===== src/rtl/l1_miss_pkg.sv =====
// Shared definitions for the L1 miss controller: FSM encoding, L1 port modes,
// line geometry and address field positions.
package l1_miss_pkg;

  typedef enum logic [2:0] {
    ST_IDLE,
    ST_LOOKUP,
    ST_REFILL,
    ST_WRITE,
    ST_RESP
  } state_e;

  localparam logic [1:0] MODE_READ  = 2'b00;
  localparam logic [1:0] MODE_WRITE = 2'b11;
  localparam logic [1:0] MODE_IDLE  = 2'b01;

  localparam int LINE_WORDS = 16;
  localparam int BEAT_W     = 4;
  localparam logic [BEAT_W-1:0] LAST_BEAT = 4'(LINE_WORDS - 1);

  localparam int WORD_LSB  = 0;
  localparam int WORD_MSB  = 3;
  localparam int INDEX_LSB = 4;
  localparam int INDEX_MSB = 10;
  localparam int TAG_LSB   = 11;
  localparam int TAG_MSB   = 13;

  localparam int STAT_W = 16;

  function automatic logic [STAT_W-1:0] sat_inc(input logic [STAT_W-1:0] v);
    return (v == {STAT_W{1'b1}}) ? v : v + 1'b1;
  endfunction

endpackage


===== src/rtl/l1_miss_stats.sv =====
// Saturating hit/miss counters for the L1 miss controller; only instantiated
// when L1_MISS_CTRL_STATS_EN is defined.
module l1_miss_stats
  import l1_miss_pkg::*;
(
  input  logic        clk,
  input  logic        rst,
  input  logic        hit_evt,
  input  logic        miss_evt,
  output logic [15:0] hit_cnt,
  output logic [15:0] miss_cnt
);

  logic [STAT_W-1:0] hit_cnt_q, hit_cnt_d;
  logic [STAT_W-1:0] miss_cnt_q, miss_cnt_d;

  always_comb begin
    hit_cnt_d  = hit_evt  ? sat_inc(hit_cnt_q)  : hit_cnt_q;
    miss_cnt_d = miss_evt ? sat_inc(miss_cnt_q) : miss_cnt_q;
  end

  always_ff @(posedge clk or posedge rst) begin
    if (rst) begin
      hit_cnt_q  <= '0;
      miss_cnt_q <= '0;
    end else begin
      hit_cnt_q  <= hit_cnt_d;
      miss_cnt_q <= miss_cnt_d;
    end
  end

  assign hit_cnt  = hit_cnt_q;
  assign miss_cnt = miss_cnt_q;

endmodule


===== src/rtl/l1_miss_ctrl.sv =====
// L1 miss controller: probes the cache, refills a 16-word line on a miss and
// completes core reads/writes. Optional hit/miss counters: L1_MISS_CTRL_STATS_EN.
module l1_miss_ctrl
  import l1_miss_pkg::*;
#(
  parameter int AW = 32,
  parameter int DW = 64
) (
  input  logic          clk,
  input  logic          rst,
  input  logic          core_req,
  input  logic          core_we,
  input  logic [AW-1:0] core_addr,
  input  logic [DW-1:0] core_wdata,
  output logic [DW-1:0] core_rdata,
  output logic          core_done,
  output logic [1:0]    l1_mode,
  output logic [AW-1:0] l1_st,
  output logic [DW-1:0] l1_in,
  input  logic [DW-1:0] l1_out,
  input  logic          l1_ch,
  output logic          mem_req,
  output logic [AW-1:0] mem_addr,
  input  logic [DW-1:0] mem_rdata,
  input  logic          mem_valid
`ifdef L1_MISS_CTRL_STATS_EN
  ,
  output logic [15:0]   hit_cnt,
  output logic [15:0]   miss_cnt
`endif
);

  state_e              state_q, state_d;
  logic [BEAT_W-1:0]   beat_q, beat_d;
  logic                fill_done_q, fill_done_d;
  logic                mem_req_q, mem_req_d;
  logic [AW-1:0]       mem_addr_q, mem_addr_d;
  logic                core_done_q, core_done_d;
  logic [DW-1:0]       core_rdata_q, core_rdata_d;
  logic [1:0]          l1_mode_q, l1_mode_d;
  logic [AW-1:0]       l1_st_q, l1_st_d;
  logic [DW-1:0]       l1_in_q, l1_in_d;

  logic [AW-1:0]       addr_q;
  logic                we_q;
  logic [DW-1:0]       wdata_q;
  logic                lat_en;
  logic [AW-1:0]       line_addr;

  assign line_addr = {addr_q[AW-1:BEAT_W], {BEAT_W{1'b0}}};

  always_comb begin
    state_d      = state_q;
    beat_d       = beat_q;
    fill_done_d  = fill_done_q;
    mem_req_d    = mem_req_q;
    mem_addr_d   = mem_addr_q;
    core_done_d  = 1'b0;
    core_rdata_d = core_rdata_q;
    l1_mode_d    = l1_mode_q;
    l1_st_d      = l1_st_q;
    l1_in_d      = l1_in_q;
    lat_en       = 1'b0;
    case (state_q)
      ST_IDLE: begin
        l1_mode_d = MODE_IDLE;
        if (core_req) begin
          lat_en    = 1'b1;
          l1_mode_d = MODE_READ;
          l1_st_d   = core_addr;
          state_d   = ST_LOOKUP;
        end
      end
      ST_LOOKUP: begin
        if (l1_ch) begin
          beat_d      = '0;
          fill_done_d = 1'b0;
          mem_req_d   = 1'b1;
          mem_addr_d  = line_addr;
          l1_mode_d   = MODE_IDLE;
          state_d     = ST_REFILL;
        end else if (we_q) begin
          l1_mode_d = MODE_WRITE;
          l1_st_d   = addr_q;
          l1_in_d   = wdata_q;
          state_d   = ST_WRITE;
        end else begin
          core_rdata_d = l1_out;
          core_done_d  = 1'b1;
          l1_mode_d    = MODE_IDLE;
          state_d      = ST_RESP;
        end
      end
      ST_REFILL: begin
        // One spare cycle after the last beat lets its L1 write land before the re-probe.
        if (fill_done_q) begin
          mem_req_d = 1'b0;
          l1_mode_d = MODE_READ;
          l1_st_d   = addr_q;
          state_d   = ST_LOOKUP;
        end else if (mem_valid) begin
          l1_mode_d   = MODE_WRITE;
          l1_st_d     = {addr_q[AW-1:BEAT_W], beat_q};
          l1_in_d     = mem_rdata;
          beat_d      = beat_q + 1'b1;
          fill_done_d = (beat_q == LAST_BEAT);
        end else begin
          l1_mode_d = MODE_IDLE;
        end
      end
      ST_WRITE: begin
        l1_mode_d   = MODE_IDLE;
        core_done_d = 1'b1;
        state_d     = ST_RESP;
      end
      ST_RESP: begin
        l1_mode_d = MODE_IDLE;
        state_d   = ST_IDLE;
      end
      default: state_d = ST_IDLE;
    endcase
  end

  always_ff @(posedge clk or posedge rst) begin
    if (rst) begin
      state_q      <= ST_IDLE;
      beat_q       <= '0;
      fill_done_q  <= 1'b0;
      mem_req_q    <= 1'b0;
      mem_addr_q   <= '0;
      core_done_q  <= 1'b0;
      core_rdata_q <= '0;
      l1_mode_q    <= MODE_IDLE;
      l1_st_q      <= '0;
      l1_in_q      <= '0;
    end else begin
      state_q      <= state_d;
      beat_q       <= beat_d;
      fill_done_q  <= fill_done_d;
      mem_req_q    <= mem_req_d;
      mem_addr_q   <= mem_addr_d;
      core_done_q  <= core_done_d;
      core_rdata_q <= core_rdata_d;
      l1_mode_q    <= l1_mode_d;
      l1_st_q      <= l1_st_d;
      l1_in_q      <= l1_in_d;
    end
  end

  // Request payload is only captured on acceptance, so it needs no reset.
  always_ff @(posedge clk) begin
    if (lat_en) begin
      addr_q  <= core_addr;
      we_q    <= core_we;
      wdata_q <= core_wdata;
    end
  end

  assign core_rdata = core_rdata_q;
  assign core_done  = core_done_q;
  assign l1_mode    = l1_mode_q;
  assign l1_st      = l1_st_q;
  assign l1_in      = l1_in_q;
  assign mem_req    = mem_req_q;
  assign mem_addr   = mem_addr_q;

`ifdef L1_MISS_CTRL_STATS_EN
  // The probe that follows a refill is not a new decision and is excluded.
  logic reprobe_q, reprobe_d;
  logic probe_evt;

  always_comb begin
    reprobe_d = reprobe_q;
    if (state_q == ST_REFILL && fill_done_q) reprobe_d = 1'b1;
    else if (state_q == ST_LOOKUP)           reprobe_d = 1'b0;
  end

  always_ff @(posedge clk or posedge rst) begin
    if (rst) reprobe_q <= 1'b0;
    else     reprobe_q <= reprobe_d;
  end

  assign probe_evt = (state_q == ST_LOOKUP) && !reprobe_q;

  l1_miss_stats u_stats (
    .clk      (clk),
    .rst      (rst),
    .hit_evt  (probe_evt && !l1_ch),
    .miss_evt (probe_evt && l1_ch),
    .hit_cnt  (hit_cnt),
    .miss_cnt (miss_cnt)
  );
`endif

endmodule


===== config.mk =====
export PLATFORM = sky130hd
export DESIGN_NAME = l1_miss_ctrl
export DESIGN_NICKNAME = d
export VERILOG_FILES = /design/src/rtl/l1_miss_pkg.sv /design/src/rtl/l1_miss_stats.sv /design/src/rtl/l1_miss_ctrl.sv
export SDC_FILE = /design/constraint.sdc
export NUM_CORES = 1
export LEC_CHECK = 0
export CAP_MARGIN = 20
export CORE_UTILIZATION = 40
export CTS_CLUSTER_SIZE = 12
export DETAILED_ROUTE_END_ITERATION = 16
export PLACE_DENSITY = 0.73
export SYNTH_ARGS = -nofsm -noshare
export SYNTH_HDL_FRONTEND = slang
export SYNTH_SLANG_ARGS = --single-unit
export TNS_END_PERCENT = 50

===== constraint.sdc =====
create_clock -name clk -period 13.1 [get_ports clk]
set_input_delay 2.62 -clock clk [delete_from_list [all_inputs] [get_ports clk]]
set_output_delay 2.62 -clock clk [all_outputs]
set_load 0.05 [all_outputs]

Word-level counts from Yosys, hierarchy flattened
Index checks and enable logic that the tools add are counted.
Widths: inputs -> output; s select.
{ "totals": {"register_bits": 297, "mem_count": 0, "elab_cells": 80, "ram_bits": 0, "output_inout_bits": 196, "mem_bits_ro": 0, "latchBits": 0} }
{ "op_classes": {"n_reduce_logical": 13, "bitwise_logic": 2, "n_addsub": 1, "mul": 0, "muxes": 38, "eq_ne": 13, "shift": 0, "magnitude_cmp": 0, "div": 0} }
{ "ops": {"columns": ["op", "n"], "rows": [
  ["$mux 64", 4],
  ["$mux 32", 5],
  ["$pmux 64 s2", 1],
  ["$pmux 32 s3", 1],
  ["$ne 2x2->1 const B", 7],
  ["$mux 3", 4],
  ["$mux 4", 3],
  ["$pmux 3 s4", 1],
  ["$mux 1", 10],
  ["$reduce_and 5->1", 2],
  ["$mux 2", 4],
  ["$pmux 2 s4", 1],
  ["$pmux 4 s2", 1],
  ["$eq 3x2->1 const B", 2],
  ["$pmux 1 s2", 3],
  ["$reduce_and 2->1", 3],
  ["$reduce_and 3->1", 2],
  ["$add 4x1->4 const B", 1],
  ["$eq 4x4->1 const B", 1],
  ["$reduce_and 4->1", 1],
  ["$reduce_bool 4->1", 1],
  ["$eq 3x1->1 const B", 1],
  ["$eq 3x3->1 const B", 1],
  ["$logic_not 3->1", 1],
  ["other kinds (5)", 6]
]} }

Logic depth before layout (Yosys ltp)
Gate-level depths: netlist (run 1).
{ "depth": {"depth_word": 4, "mapped_depth": 7} }

Least setup slack after synthesis (run 1)
OpenSTA, ideal clock, no wires.
{ "synth_timing": {"path_kind": "in2reg", "from": "in core_req", "to": "reg addr_q[0], enable pin", "setup_slack_ns": 0.472, "path_stages": 2, "required_time_ns": 12.305, "arrival_time_ns": 11.834, "setup_time_ns": 0.795, "path_cell_list": "inv_1 -> nor4_1"} }
{ "synth_between": {"elab_chain_cells": 2} }
{ "synth_lines": {"columns": ["item", "line", "text"], "rows": [
  ["from (decl)", "l1_miss_ctrl.sv:11", "input logic core_req,"],
  ["$mux 1", "l1_miss_ctrl.sv:67", "if (core_req) begin"],
  ["$mux 1", "l1_miss_ctrl.sv:64", "case (state_q)"],
  ["net lat_en", "l1_miss_ctrl.sv:47", "logic lat_en;"],
  ["to (signal assigned)", "l1_miss_ctrl.sv:153", "addr_q <= core_addr;"],
  ["to (decl)", "l1_miss_ctrl.sv:44", "logic [AW-1:0] addr_q;"]
]} }
The timed path passes the listed nets, and every way through them passes these cells.
A chain may end at the register's enable or synchronous reset.

Worst setup path in the final report (run 1)
{ "layout_timing": {"from": "reg l1_mode_q[0] (netlist: l1_mode[0])", "to": "out l1_mode[0]"} }
{ "layout_rtl": {"columns": ["item", "line", "text"], "rows": [
  ["from (decl)", "l1_miss_ctrl.sv:40", "logic [1:0] l1_mode_q, l1_mode_d;"],
  ["from (signal assigned)", "l1_miss_ctrl.sv:144", "l1_mode_q <= l1_mode_d;"],
  ["to (decl)", "l1_miss_ctrl.sv:17", "output logic [1:0] l1_mode,"]
]} }
No word-level cell between the ends.

==> key figures, run 1 <==
Detailed routing
  • Drt pass-1 iters: 4
  • Vias per cell: 4.95
  • DRC viols: 0
  • ANT nets after route: 0
  • Routed len/inst: 19.6 µm
  • Iter 0 DRT Violations: 366
  • Final WL: just over 30000 µm
  • Via count: about 7700

Floorplan
  • Die area: slightly above 0.03 mm²
  • Row count: 62
  • Die W: 175 µm
  • Die Span Y: 175 µm
  • Initial Util: about two fifths
  • Core area: 0.0290 mm²
  • Num ports: ~430

Worst hold path
  • Hold Path Origin: l1_st[6]$_DFFE_PP0P_
  • Hold/Removal Path Class: register to register
  • Hold Path End: l1_st[6]$_DFFE_PP0P_
  • Hold Path Stages: 1

GRT
  • GRT Resource Usage Total: 19.8%
  • Vias in the first global route: roughly 8000
  • Largest net degree at the start of global routing: ~140
  • Global-route wire length before repair: 46900 µm
  • Initial antenna violation count: 2
  • Congestion Overflow GR: 0

Synthesis
  • Syn. warnings: 0
  • Post-Syn Area: 0.0119 mm²
  • Primary FF master, synth: dfrtp_1
  • Cell taking the most area after synthesis: dfrtp_1
  • Avg Cell Area, Syn: 16.8 µm²
  • Synth unique cells: 47
  • Register area share after synthesis: 66.4%
  • Post-synthesis cell count: 709
  • Number of flops mapped to enable cells by yosys: 97
  • Top-area cell type share of the netlist area: about two fifths
  • Number of synthesized register bits: 297
  • FFs w/ async S/R, synth: 67.3%
  • Synth top area cells: dfrtp_1 (42%), mux2_2 (26%), edfxtp_1 (24%)

Cells and area
  • Fin nets: ~1400
  • Finished Layout Cells: 1546
  • Layout Area Growth over Synthesis: 47.7%
  • Layout cell share with drive strength beyond 1: a little under a third
  • # fillers: 2210

Timing
  • Worst rel slew slack: about a third
  • Final Skew: 0.0198 ns
  • Final setup viols: 0
  • Final critical-path required period: 4.46 ns
  • Final hold vios: 0
  • Max-slew violations: 0
  • Slew @ Worst Pin: 1.02 ns
  • Final Cycle Share: 34.1%
  • RSZ-0062 raised after global routing: false
  • Setup Total Neg Slack: 0 ns
  • F_max: 224 MHz

Setup path
  • R2R cell count: 5
  • CP Launch Type: register
  • Critical path, cell by cell: clkdlybuf4s50_1
  • Crit path kind: register to primary output
  • Worst reg2reg setup slack: 9.96 ns
  • Setup crit end kind: primary output
  • FF-to-FF Start: state_q[1]$_DFFE_PP0P_
  • Reg-to-reg endpoint: l1_in[31]$_DFFE_PP0P_
  • Buf/Inv on CP: 1
  • Worst endpoint data arrival time: approximately 1.8 ns
  • Top fanout value on the critical path: 3
  • Critical-path top delay cell: clkdlybuf4s50_1
  • Critical Path RT: 10.48 ns
  • CP max stage delay: roughly 0.81 ns
  • CP delay by family, top: buffers and inverters

Clock tree
  • CTS buffer count: 34
  • Clock sink count: 297
  • Post_cts resized: 0
  • Post-CTS Setup Repair Bufs: 0
  • Clock transition at the registers of the reported paths: 0.06 ns
  • Max Root-Sink Buffers: 3
  • Hold_buf cts: 0
  • Clock Latency Late Sink: 0.50 ns
  • Htree depth: 2
  • CTS tree: built
  • CTS root buf: clkbuf_16

Flow run
  • MaxCap Viol Count: 0

Place
  • RD Place Congestion: 0.788
  • PortBufs: 421
  • Placed insts: 1482
  • Post-DP HPWL: around 21000 µm

Status
  • Run status: finished clean

Power
  • VDD IR-drop max: between 0.15 and 0.2 mV
  • LEAKAGE: 6.87 nW
  • Power Density: ~300 mW/mm²
flip-flops by register name (all words and copies together), names as in the netlist:
name,count
fill_done_q,1
state_q,3
mem_req,1
l1_st,32
beat_q,4
mem_addr,28
wdata_q,64
addr_q,32
we_q,1
l1_mode,2
core_done,1
l1_in,64
core_rdata,64
power breakdown:
group | switching (W) | internal [W] | leakage (nW)
clock | 0.000367 | 0.000589 | 0.564
combinational | 0.00163 | 0.00107 | 3.01
sequential | 0.000205 | 0.00137 | 3.30
area by class of cell:
cell class,instances,area [µm²],share of cell area (%)
diodes,1,2.50,0.0142
repair buffers,430,4300,24.4
well taps,384,480,2.73
clock inverters,9,97.6,0.554
clock buffers,53,1050,5.93
flip-flops and latches,297,7920,44.9
inverters,6,30.0,0.170
multi-input cells,366,3750,21.3
logic make-up (layout without fill, tap and decap cells):
family | after synthesis | in the layout | share of synthesized area, %
DFF | 297 | 297 | 66.4
muxes | 281 | 281 | 26.5
buffers and inverters | 49 | 498 | 2.53
and+or+nand+nor | 45 | 45 | 2.25
AOI/OAI and AO/OA | 33 | 33 | 2.07
xor gates and xnor gates | 2 | 2 | 0.147
adders and majority gates | 1 | 1 | 0.105
other | 1 | 5 | 0.0314
metal layers:
layer	share of wire, %	track usage (%)	vias to the layer above
met3	10	7.66	62
li1	-	-	3452
met4	3.2	7.50	0
met2	47	31.5	330
met5	0	0	-
met1	40	24.3	3809
layout by cell type (no fill, tap or decap), types with 2 or more instances in the layout:
| cell type | n |
|---|---|
| a211oi_1 | 2 |
| bufinv_16 | 2 |
| xnor2_1 | 2 |
| clkbuf_8 | 6 |
| o21ai_0 | 8 |
| nor4b_1 | 4 |
| nor2_1 | 10 |
| buf_4 | 8 |
| mux2_2 | 280 |
| edfxtp_1 | 97 |
| a21oi_1 | 3 |
| o22a_1 | 2 |
| a21oi_4 | 2 |
| nand2_1 | 3 |
| a22oi_1 | 3 |
| a32oi_1 | 3 |
| clkbuf_1 | 10 |
| nand3_1 | 6 |
| inv_1 | 5 |
| and2_1 | 4 |
| conb_1 | 4 |
| clkinv_2 | 5 |
| clkbuf_16 | 37 |
| clkdlybuf4s50_1 | 421 |
| o211a_1 | 2 |
| and3_1 | 2 |
| nand2b_1 | 3 |
| dfrtp_1 | 199 |
| nor3_1 | 3 |
how the worst max path moves through the flow:
stage                                 from                          to  slack [ns]  cells past startpoint
floorplan                         core_req         addr_q[0]$_DFFE_PP_        0.47                      2
CTS                 l1_mode[0]$_DFFE_PP1P_                  l1_mode[0]        8.61                      1
finish              l1_mode[0]$_DFFE_PP1P_                  l1_mode[0]        8.64                      1
global route                     mem_valid       l1_in[38]$_DFFE_PP0P_        8.56                      5
global placement                     l1_ch  core_rdata[58]$_DFFE_PP0P_        8.19                      5
detailed placement                   l1_ch       l1_in[29]$_DFFE_PP0P_        8.16                      6
synthesized netlist by cell type, drive strengths merged (4+ instances only):
cell,n
mux2,281
dfrtp,199
edfxtp,97
buf,38
nor2,11
o21ai,8
inv,6
nand3,6
a21oi,5
clkbuf,5
and2,4
nand2b,4
nor4b,4
per-stage QoR:
step                util (%)  setup slack [ns]  hold WS [ns]  power (W)  area, µm²
floorplan                  -             0.472         0.475    0.00344      11900
CTS                     60.6              8.61         0.504    0.00528      17600
global route            60.7              8.56         0.514    0.00545      17600
detailed placement      56.7              8.16         0.489    0.00430      16500
finish                  60.7              8.64         0.500    0.00522      17600
global placement        56.7              8.19         0.487    0.00426      16500
Note: power is estimated with default switching activity, not from simulation.
==> inputs of run 2 (changes only) <==
Settings changed: PLACE_DENSITY 0.73 to 0.75.
Clock period 13.1 ns to 3.9 ns, I/O delays scaled along.
==> run 2 against run 1 <==
Compared with the run above: critical path depth grew 4; clock skew shrank 0.0040 ns; sequential share of layout area shrank 0.20 points; register-to-register slack lost 8.8 ns; setup slack lost 7.5 ns; hold slack lost 0.0049 ns; sequential cell count is the same; count of clock-buffer cells in the layout grew 3; sequential power grew to 3.4 times the previous value; cell count grew 0.19%; via count shrank 0.91%; die area is the same; critical path type is now register to register; largest cell class unchanged; highest routed layer is now met5.
==> key figures, run 2 (synthesized netlist as in run 1, its figures left out) <==
Status
  • Run status: finished clean

Clock tree
  • Post_cts resized: 0
  • Post-CTS Setup Repair Bufs: 0
  • Hold_buf cts: 0
  • Htree depth: 2
  • CTS root buf: clkbuf_16
  • Clock sink count: 297
  • Max Root-Sink Buffers: 3
  • CTS buffer count: 34
  • Clock transition at the registers of the reported paths: roughly 0.060 ns
  • CTS tree: built
  • Clock Latency Late Sink: roughly 0.50 ns

GRT
  • Global-route wire length before repair: 47500 µm
  • Vias in the first global route: 8133
  • Largest net degree at the start of global routing: 85
  • GRT Max-Usage Layer: met2
  • GRT Resource Usage Total: roughly a fifth
  • Met2 Usage GRT: between 30 and 40%
  • Met1 Use GR: between 20% and 30%
  • Congestion Overflow GR: 0
  • Initial antenna violation count: 2
  • GR Util met3: approximately 7.6%

Power
  • LEAKAGE: ~6.9 nW
  • VDD IR-drop max: 0.612 mV
  • Power Density: 992 mW/mm²

Place
  • RD Place Congestion: 0.804
  • PortBufs: 421
  • Post-DP HPWL: around 22000 µm
  • Place WS: 1.14 ns

Cells and area
  • Fin nets: 1370
  • # fillers: 2235
  • Commonest cells after routing, fill and taps aside: clkdlybuf4s50_1 (421), mux2_2 (280), dfrtp_1 (199), edfxtp_1 (97), clkbuf_16 (38)
  • Reg area: a little under 0.008 mm²
  • Commonest non-fill, non-tap cell in the layout: clkdlybuf4s50_1
  • Area occupied by multi-input gates: roughly 0.0038 mm²
  • Layout cell share with drive strength beyond 1: 30.0%
  • Layout Area Growth over Synthesis: 48.3%

Setup path
  • Top fanout value on the critical path: 30
  • Setup crit end kind: register
  • CP Launch Type: register
  • Worst reg2reg setup slack: 1.16 ns
  • R2R cell count: 5
  • Critical Path RT: approximately 4.3 ns
  • Worst endpoint data arrival time: 3.10 ns
  • FF-to-FF Start: state_q[1]$_DFFE_PP0P_
  • Crit path kind: register to register
  • Setup crit start: state_q[1]$_DFFE_PP0P_
  • Reg-to-reg endpoint: l1_in[18]$_DFFE_PP0P_

Floorplan
  • Core area: just under 0.03 mm²
  • Num ports: 426
  • Initial Util: 41.1%
  • Die W: 175 µm
  • Row count: 62
  • Die area: ~0.031 mm²
  • Die Span Y: between 150 and 200 µm

Timing
  • RSZ-0062 raised after global routing: false
  • Max-slew violations: 0
  • Final critical-path required period: 2.74 ns
  • WHS: 0.495 ns
  • Final Skew: 0.0158 ns
  • F_max: roughly 370 MHz
  • Slew @ Worst Pin: around 0.93 ns
  • Final Cycle Share: 70.1%
  • Final hold vios: 0
  • Final setup viols: 0
  • Setup slack after layout: 1.16 ns
  • Worst rel slew slack: 37.8%

Detailed routing
  • Routed len/inst: 19.9 µm
  • Drt pass-1 iters: 4
  • Iter 0 DRT Violations: between 300 and 400
  • Vias per cell: 4.90
  • Final WL: around 30000 µm
  • Via count: 7583
  • DRC viols: 0
  • ANT nets after route: 0

Flow run
  • MaxCap Viol Count: 0

Worst hold path
  • Hold Path Origin: l1_st[24]$_DFFE_PP0P_
  • Hold Path End: l1_st[24]$_DFFE_PP0P_
  • Hold/Removal Path Class: register to register
  • Hold Path Stages: 1
-- run 2: changes by cell type in the layout (fill, tap and decap cells not counted), sizes merged --
cell	previous run	this run
inv	6	5
clkinvlp	0	1
buf	9	13
bufinv	2	1
clkbuf	53	56
clkinv	7	4
-- run 2: metrics by stage --
stage               cells  power [W]  util (%)  area, µm²  setup TNS (ns)
floorplan             712     0.0115         -      12000          -46.25
global placement     1487     0.0144      57.2      16600               0
detailed placement   1487     0.0146      57.2      16600               0
CTS                  1548     0.0177      61.0      17700               0
global route         1548     0.0183      61.0      17700               0
finish               1549     0.0176      61.0      17700               0
-- run 2: how the worst max path moves through the flow --
| stage | depth (start not counted) | endpoint | slack [ns] |
|---|---|---|---|
| 4_1_cts | 5 | l1_in[18]$_DFFE_PP0P_ | 1.16 |
| 5_1_grt | 5 | l1_in[18]$_DFFE_PP0P_ | 1.0 |
| 3_5_place_dp | 4 | wdata_q[32]$_DFFE_PP_ | 1.14 |
| 6_report | 5 | l1_in[18]$_DFFE_PP0P_ | 1.16 |
| 3_3_place_gp | 4 | wdata_q[26]$_DFFE_PP_ | 1.13 |
| 2_1_floorplan | 2 | addr_q[0]$_DFFE_PP_ | -0.47 |
-- run 2: routing by layer --
layer,vias to the layer above,wire [µm]
met5,-,8
met4,2,667
met3,50,3030
met2,317,14800
met1,3759,12300
li1,3455,-
-- run 2: layout make-up --
cell class / count / share of cell area, %
diodes: 1 / 0.0141
clock buffers: 56 / 5.98
clock inverters: 5 / 0.276
inverters: 6 / 0.219
multi-input cells: 366 / 21.2
flip-flops and latches: 297 / 44.7
well taps: 384 / 2.71
repair buffers: 434 / 24.8
-- run 2: worst max-delay path, stage by stage, from the launching register on --
cell	delay, ns
dfrtp_1	0.78
nand2b_1	0.35
nor2_4	0.52
buf_12	0.29
mux2_2	0.38
mux2_2	0.27
-- run 2: power by group --
part           switching [W]  internal (W)
Clock                0.00119       0.00192
Sequential          0.000699       0.00459
Combinational        0.00550       0.00366
Total                0.00739        0.0102
==> inputs of run 3 (changes only) <==
Clock period 3.9 ns to 2.5 ns, I/O delays scaled along.
==> run 3 against run 2 <==
Compared with the run above: first-iteration DRC count down 0.31%; non-clock buffer count increased by 20; setup slack lost 1.0 ns; sequential cell count unchanged; register-to-register slack worse by 0.82 ns; largest cell class unchanged.
==> key figures, run 3 (synthesized netlist as in run 1, its figures left out) <==
Cells and area
  • N_diodes: 0
  • Finished Layout Cells: 1567
  • Commonest cells after routing, fill and taps aside: clkdlybuf4s50_1 (421), mux2_2 (280), dfrtp_1 (199), edfxtp_1 (97), clkbuf_16 (38)
  • Commonest non-fill, non-tap cell in the layout: clkdlybuf4s50_1
  • Layout Area Growth over Synthesis: 50.6%
  • Fin nets: 1390
  • Post-route cell area: 0.0180 mm²
  • Layout cell share with drive strength beyond 1: 31.2%

Clock tree
  • Htree depth: 2
  • CTS root buf: clkbuf_16
  • Post_cts resized: 0
  • Clock sink count: 297
  • CTS tree: built
  • Hold_buf cts: 0
  • Clock Latency Late Sink: 0.50 ns
  • Post-CTS Setup Repair Bufs: 0
  • Max Root-Sink Buffers: 3
  • CTS buffer count: 34
  • Clock transition at the registers of the reported paths: around 0.06 ns

Setup path
  • Critical path, cell by cell: clkdlybuf4s50_1
  • Buf/Inv on CP: 1
  • Critical Path RT: 2.00 ns
  • Worst endpoint data arrival time: roughly 1.9 ns
  • FF-to-FF Start: state_q[1]$_DFFE_PP0P_
  • Critical-path top delay cell: clkdlybuf4s50_1
  • Worst reg2reg setup slack: 0.34 ns
  • Crit path kind: register to primary output
  • Setup crit start: l1_mode[0]$_DFFE_PP1P_
  • CP max stage delay: 0.82 ns
  • CP Launch Type: register
  • CP delay by family, top: buffers and inverters
  • Setup crit end kind: primary output
  • Top fanout value on the critical path: 3
  • R2R cell count: 7
  • Reg-to-reg endpoint: l1_in[3]$_DFFE_PP0P_

Timing
  • F_max: 425 MHz
  • RSZ-0062 raised after global routing: false
  • Max-slew violations: 0
  • Final Cycle Share: 94.1%
  • Final setup viols: 0
  • Final hold vios: 0
  • Slew @ Worst Pin: 0.673 ns
  • Final critical-path required period: 2.35 ns
  • Final Skew: 0.00861 ns
  • Setup slack after layout: between 0.1 and 0.15 ns
  • Worst rel slew slack: 54.5%

Detailed routing
  • Drt pass-1 iters: 4
  • ANT nets after route: 0
  • Via count: 7681
  • Iter 0 DRT Violations: 323
  • Final WL: 31200 µm
  • Vias per cell: between 4 and 5
  • DRC viols: 0
  • Routed len/inst: 19.9 µm

Place
  • Placed insts: 1507
  • PortBufs: between 400 and 500
  • Placed Area: ~0.017 mm²
  • RD Place Congestion: 0.815
  • Place WS: 0.117 ns
  • Post-DP HPWL: 22200 µm

Floorplan
  • Core area: 0.0290 mm²
  • Initial Util: 41.1%
  • Die Span Y: roughly 170 µm
  • Num ports: 426
  • Die area: 0.0305 mm²
  • Row count: slightly above 60
  • Die W: 175 µm

GRT
  • Largest net degree at the start of global routing: 70
  • Congestion Overflow GR: 0
  • GRT Resource Usage Total: 20.3%
  • Global-route wire length before repair: 48300 µm
  • Vias in the first global route: 8468
  • Initial antenna violation count: 0

Power
  • Power Density: 1550 mW/mm²
  • VDD IR-drop max: 1.06 mV
  • LEAKAGE: 7.03 nW

Flow run
  • MaxCap Viol Count: 0

Worst hold path
  • Hold/Removal Path Class: input port to asynchronous set/reset pin

Status
  • Run status: finished clean
## run 3: cell count changes in the layout (fill, tap and decap cells not counted)
cell and delta:
clkinv_2 +2, diode_2 -1, buf_4 +8, inv_12 -1
buf_12 +12, inv_1 +1, clkinv_4 +1, clkbuf_1 -2
clkbuf_8 -2
## run 3: worst max-delay path by stage
stage,end,depth (start not counted)
finish,l1_mode[0],1
global route,l1_mode[0],1
CTS,l1_mode[0],1
detailed placement,l1_in[21]$_DFFE_PP0P_,6
global placement,l1_in[60]$_DFFE_PP0P_,7
floorplan,addr_q[0]$_DFFE_PP_,3
## run 3: report_power, final
group          total [W]  switching [W]  internal [W]
sequential       0.00816       0.000994       0.00716
combinational     0.0149        0.00881       0.00606
clock            0.00484        0.00192       0.00293
total             0.0279         0.0117        0.0162
## run 3: cell type report
cell class              count  area (µm²)
fillers                  2201       11000
flip-flops and latches    297        7920
repair buffers            454        4700
multi-input cells         366        3760
clock buffers              52        1020
well taps                 384         480
clock inverters             8        67.6
inverters                   6        26.3
## run 3: metal layers
metal / global-route usage (%) / part of all wire [%] / vias up
met3: 7.20 / 9.6 / 60
met1: 24.8 / 40 / 3801
met5: 0 / 0 / -
li1: - / - / 3513
met4: 6.38 / 2.5 / 0
met2: 33.6 / 48 / 307
## run 3: through the flow
step | setup TNS, ns | hold slack (ns) | power (W) | utilization (%)
after floorplan | -291.57 | 0.475 | 0.0180 | -
final | 0 | 0.344 | 0.0279 | 61.9
after global routing | 0 | 0.336 | 0.0291 | 61.9
after global placement | 0 | 0.481 | 0.0229 | 58.2
after CTS | 0 | 0.321 | 0.0282 | 61.9
after detailed placement | 0 | 0.489 | 0.0232 | 58.2
